==> src/rtl/prog_run_ctrl.sv <==
// prog_run_ctrl: run-control sequencer for the 3BC core.
// Turns the Start level into PC load/enable pulses, picks the ROM start
// address of the next program, watches Halt, drives Ack, counts executed
// cycles and stops runaway programs with a cycle-limit watchdog.
module prog_run_ctrl #(
  parameter int                 PC_W       = 10,
  parameter int                 CNT_W      = 16,
  parameter int                 NUM_PROGS  = 3,
  parameter logic [PC_W-1:0]    PROG0_BASE = PC_W'(0),
  parameter logic [PC_W-1:0]    PROG1_BASE = PC_W'(256),
  parameter logic [PC_W-1:0]    PROG2_BASE = PC_W'(512),
  parameter logic [PC_W-1:0]    PROG3_BASE = PC_W'(768),
  parameter logic [CNT_W-1:0]   TIMEOUT    = CNT_W'(16'hFFF0)
) (
  input  logic              Clk,
  input  logic              Reset,
  input  logic              Start,
  input  logic              Halt,
  output logic              PcLoad,
  output logic [PC_W-1:0]   PcLoadAddr,
  output logic              PcEn,
  output logic              Ack,
  output logic [1:0]        ProgIdx,
  output logic [CNT_W-1:0]  CycleCt,
  output logic              Timeout
);

  typedef enum logic [1:0] {
    IDLE = 2'd0,
    ARM  = 2'd1,
    RUN  = 2'd2,
    DONE = 2'd3
  } state_e;

  localparam logic [1:0]       LAST_IDX   = 2'(NUM_PROGS - 1);
  localparam logic [CNT_W-1:0] LIMIT_M1   = TIMEOUT - CNT_W'(1);

  state_e             state_q, state_d;
  logic [1:0]         prog_idx_q, prog_idx_d;
  logic [CNT_W-1:0]   cycle_ct_q, cycle_ct_d;
  logic               timeout_q, timeout_d;
  logic               first_run_q, first_run_d;
  logic               pc_load_q, pc_load_d;
  logic               pc_en_q, pc_en_d;
  logic               ack_q, ack_d;

  // Next-state, counter and registered-output decode.
  always_comb begin
    // NOTE: every signal written here gets a default first, so no path
    // through the case statement can leave one unassigned and infer a latch.
    state_d     = state_q;
    prog_idx_d  = prog_idx_q;
    cycle_ct_d  = cycle_ct_q;
    timeout_d   = timeout_q;
    first_run_d = first_run_q;

    case (state_q)
      IDLE, DONE: begin
        // Arming clears the run statistics; the very first run after reset
        // uses program 0, every later run advances to the next program.
        if (Start) begin
          state_d     = ARM;
          cycle_ct_d  = '0;
          timeout_d   = 1'b0;
          first_run_d = 1'b0;
          if (!first_run_q) begin
            prog_idx_d = (prog_idx_q == LAST_IDX) ? 2'd0 : prog_idx_q + 2'd1;
          end
        end
      end

      ARM: begin
        // Launch on the first edge that sees Start released.
        if (!Start) begin
          state_d = RUN;
        end
      end

      RUN: begin
        // Halt has priority over the watchdog on the same edge.
        if (Halt) begin
          state_d = DONE;
        end else if (cycle_ct_q == LIMIT_M1) begin
          state_d    = DONE;
          cycle_ct_d = TIMEOUT;
          timeout_d  = 1'b1;
        end else begin
          cycle_ct_d = cycle_ct_q + CNT_W'(1);
        end
      end

      default: begin
        state_d = IDLE;
      end
    endcase

    // Control outputs are registered copies of the state being entered.
    pc_load_d = (state_d == ARM);
    pc_en_d   = (state_d == RUN);
    ack_d     = (state_d == DONE);
  end

  // State and output registers with asynchronous active-low reset.
  always_ff @(posedge Clk or negedge Reset) begin
    if (!Reset) begin
      state_q     <= IDLE;
      prog_idx_q  <= 2'd0;
      cycle_ct_q  <= '0;
      timeout_q   <= 1'b0;
      first_run_q <= 1'b1;
      pc_load_q   <= 1'b0;
      pc_en_q     <= 1'b0;
      ack_q       <= 1'b0;
    end else begin
      // NOTE: non-blocking assignments so every flop samples the pre-edge
      // values regardless of statement order.
      state_q     <= state_d;
      prog_idx_q  <= prog_idx_d;
      cycle_ct_q  <= cycle_ct_d;
      timeout_q   <= timeout_d;
      first_run_q <= first_run_d;
      pc_load_q   <= pc_load_d;
      pc_en_q     <= pc_en_d;
      ack_q       <= ack_d;
    end
  end

  // Start address of the selected program, decoded straight from ProgIdx.
  always_comb begin
    PcLoadAddr = PROG0_BASE;
    case (prog_idx_q)
      2'd1:    PcLoadAddr = PROG1_BASE;
      2'd2:    PcLoadAddr = PROG2_BASE;
      2'd3:    PcLoadAddr = PROG3_BASE;
      default: PcLoadAddr = PROG0_BASE;
    endcase
  end

  assign PcLoad  = pc_load_q;
  assign PcEn    = pc_en_q;
  assign Ack     = ack_q;
  assign ProgIdx = prog_idx_q;
  assign CycleCt = cycle_ct_q;
  assign Timeout = timeout_q;

endmodule

==> config.mk <==
export PLATFORM = sky130hd
export DESIGN_NAME = prog_run_ctrl
export DESIGN_NICKNAME = d
export VERILOG_FILES = /design/src/rtl/prog_run_ctrl.sv
export SDC_FILE = /design/constraint.sdc
export NUM_CORES = 1
export LEC_CHECK = 0
export ABC_AREA = 1
export BUFFER_PORTS_ARGS = -buffer_cell sky130_fd_sc_hd__buf_2
export CAP_MARGIN = 40
export CORE_ASPECT_RATIO = 1.1
export CORE_MARGIN = 1.5
export CORE_UTILIZATION = 40
export DETAILED_ROUTE_END_ITERATION = 10
export MAX_ROUTING_LAYER = met4
export REMOVE_ABC_BUFFERS = 1
export SYNTH_ARGS = -nofsm -noshare
export SYNTH_HDL_FRONTEND = slang
export SYNTH_SLANG_ARGS = --single-unit
==> constraint.sdc <==
create_clock -name Clk -period 2.3 [get_ports Clk]
set_input_delay 0.115 -clock Clk [delete_from_list [all_inputs] [get_ports Clk]]
set_output_delay 0.115 -clock Clk [all_outputs]
set_load 0.03 [all_outputs]
==> run_results.csv <==
group,metric,value,unit
worst_setup_path,cp_data_arrival_time,2.06,ns
timing,rsz0062_at_grt,"no",
timing,slew_violations,0,
place,globalplace.congestion,0.825,
synthesis,synth.top_cell.area_share,43.1,%
synthesis,syn-cell-area,1390,um2
global_route,track_usage,17.7,%
route,first_pass_iters,4,
worst_setup_path,critical_path_required,2.51,ns
route,vias,1205,
floorplan,core,3330,um2
global_route,grt_start_max_net_pins,26,
route,ant_nets,0,
synthesis,yosys.cell_types.count,30,
worst_setup_path,path_cells,"inv_1, ha_1, inv_1, nor2_1, nor2_1, nand2_1, clkinv_2, nand2_2, clkinv_4, nand2_1, o21ai_0",
global_route,antenna_found_initial,0,
timing,final_hold_viol_count,0,
place,dp_slack,0.474,ns
timing,tightest_slew,0.568,ns
clock_network,cts-root-buf,"clkbuf_4",
worst_setup_path,regToRegSetupSlack,0.46,ns
floorplan,die_area,3850,um2
clock_network,cts_tree,"done",
timing,fmax,543,MHz
clock_network,ctsResizeCount,0,
layout,syn_to_final_growth,13.9,%
global_route,grt_pass1_vias,1241,
synthesis,synth_seq_cells,25,
worst_setup_path,crit_type,"register to register",
worst_hold_path,worst_hold_path_type,"input pin to register",
clock_network,cts_hold_buf,1,
clock_network,cts_sinks,25,
route,route.detailed.wl_per_inst,11.5,um
run,maxCapViolCount,0,
synthesis,syn_inst,178,
synthesis,ys_warn_count,0,
timing,slew_headroom,62.1,%
worst_setup_path,end_kind,"register",
layout,insertedDiodeCount,0,
worst_setup_path,slowest_stage,"dfrtp_1",
layout,layout_commonest_cell,"nand2_1",
timing,post-route-period-util,80.1,%
outcome,outcome,"completed",
worst_setup_path,crit_buf_inv,4,
floorplan,die_w,59.3,um
timing,period_minus_slack,1.84,ns
route,finalWirelength,2930,um
clock_network,h-tree-depth,1,
global_route,grt_pass1_wl,5180,um
floorplan,core.rowCount,22,
timing,tns,0,ns
synthesis,synthTopCellsByArea,"dfrtp_1 43%, nand2_1 15%, inv_1 4.9%",
clock_network,clock_tree.buffer_depth,2,
synthesis,synth.largest_area_cell,"dfrtp_1",
clock_network,cts_buffers,3,
layout,fin_nets,215,
worst_setup_path,max_stage_delay,0.42,ns
layout,n_fill_cell,338,
worst_setup_path,critPathMaxFanout,10,
floorplan,start_util,41.8,%
place,port_buffers,27,
floorplan,die-height,64.9,um
place,dp_hpwl,2240,um
power,power.density,995,nW/um2
synthesis,ys_seq_area_share,45.0,%
timing,setup_slack,0.458,ns
global_route,grt-ovfl-total,0,
route,vias_per_cell,4.73,
power,power_leakage,0.807,nW
layout,layout_common_cells,"55 x nand2_1, 27 x buf_2, 24 x dfrtp_1",
clock_network,postCtsSetupRepairBufs,0,
timing,setup_viol,0,
route,drc_errors,0,
layout,drive_above_1_share,19.8,%
clock_network,cts.clk_slew.worst_paths,0.13,ns
worst_setup_path,crit_path_start_kind,"register",
route,drt_iter0_markers,36,
floorplan,boundaryPins,36,
worst_setup_path,cpLargestDelayFamily,"simple AND/OR/NAND/NOR gates",
synthesis,syn_area_per_cell,7.82,um2
power,peakVddDrop,734,uV
timing,fin_worst_skew,0.00137,ns
clock_network,clk_latency,0.31,ns
## final cells by class
type	instances	area, um2	share of cell area [%]
clock buffer	3	22.5	1.42
clock inverter	1	5.00	0.315
inverter	20	81.3	5.13
multi-input combinational	129	638	40.2
sequential	25	627	39.5
tap	48	60.1	3.79
timing repair buffer	29	153	9.62
## per-stage QoR
| step | hold slack [ns] | utilization, % | cell area (um2) | std cells | power, mW |
|---|---|---|---|---|---|
| 5_1_grt | 0.0812 | 47.6 | 1590 | 255 | 1.73 |
| 2_1_floorplan | -0.181 | - | 1350 | 174 | 1.16 |
| 3_5_place_dp | 0.145 | 46.5 | 1550 | 250 | 1.40 |
| 4_1_cts | 0.0620 | 47.6 | 1590 | 255 | 1.61 |
| 6_report | 0.0828 | 47.6 | 1590 | 255 | 1.58 |
| 3_3_place_gp | 0.138 | 46.5 | 1550 | 250 | 1.37 |
## worst min-delay path, stage by stage
cell and delay, ns:
buf_2 0.10, nand2_1 0.06, and2_1 0.13
## cells in the mapped netlist
library cell / n
xnor2_1: 2
inv_1: 18
o21bai_1: 1
o21a_1: 1
nand4_1: 3
conb_1: 1
a21oi_2: 1
nor3_2: 1
buf_4: 8
buf_2: 1
a21oi_1: 3
clkinv_2: 1
nand3_1: 7
clkbuf_1: 2
ha_1: 3
clkinv_4: 1
nor3_1: 1
nor3_4: 1
dfrtp_1: 24
nor2_2: 2
nand2_2: 1
xor2_1: 6
o21ai_0: 7
a31oi_1: 1
dfstp_2: 1
and2_1: 1
o21ai_1: 3
nor2_1: 17
o22ai_1: 4
nand2_1: 55
## metal layers
metal	GRT usage [%]	vias up	share of wire, %
li1	-	603	-
met3	2.40	6	4.2
met4	7.67	0	1.8
met2	30.8	30	51
met1	19.9	566	43
met5	-	-	0
## state kept, by name, summed over array words and instances, names as in the netlist
name,cells
ProgIdx,2
state_q,2
Timeout,1
PcLoad,1
PcEn,1
CycleCt,16
Ack,1
first_run_q,1
## power breakdown
part	switching (mW)	internal [mW]
combinational	0.581	0.224
sequential	0.0558	0.522
clock	0.131	0.0651
total	0.768	0.811
## logic make-up (layout without fill, tap and decap cells)
kind of cell,after synthesis,after routing,synth area share (%)
compound gates,21,21,8.62
xor+xnor,8,8,5.03
fa+ha+maj,3,3,2.70
buf+inv,31,53,11.1
flops,25,25,45.0
other cells,1,8,0.269
simple gates,89,89,27.3
## worst paths after layout
| check | from | to | cells past startpoint |
|---|---|---|---|
| worst max-delay path | state_q[0] | CycleCt[14] | 11 |
| worst min-delay path | Start | first_run_q | 3 |
| worst max register to register | state_q[0] | CycleCt[14] | 11 |
| worst min register to register | first_run_q | first_run_q | 1 |
| max in group asynchronous | Reset | first_run_q | 2 |
| min in group asynchronous | Reset | CycleCt[11] | 2 |
Note: power is estimated with default switching activity, not from simulation.
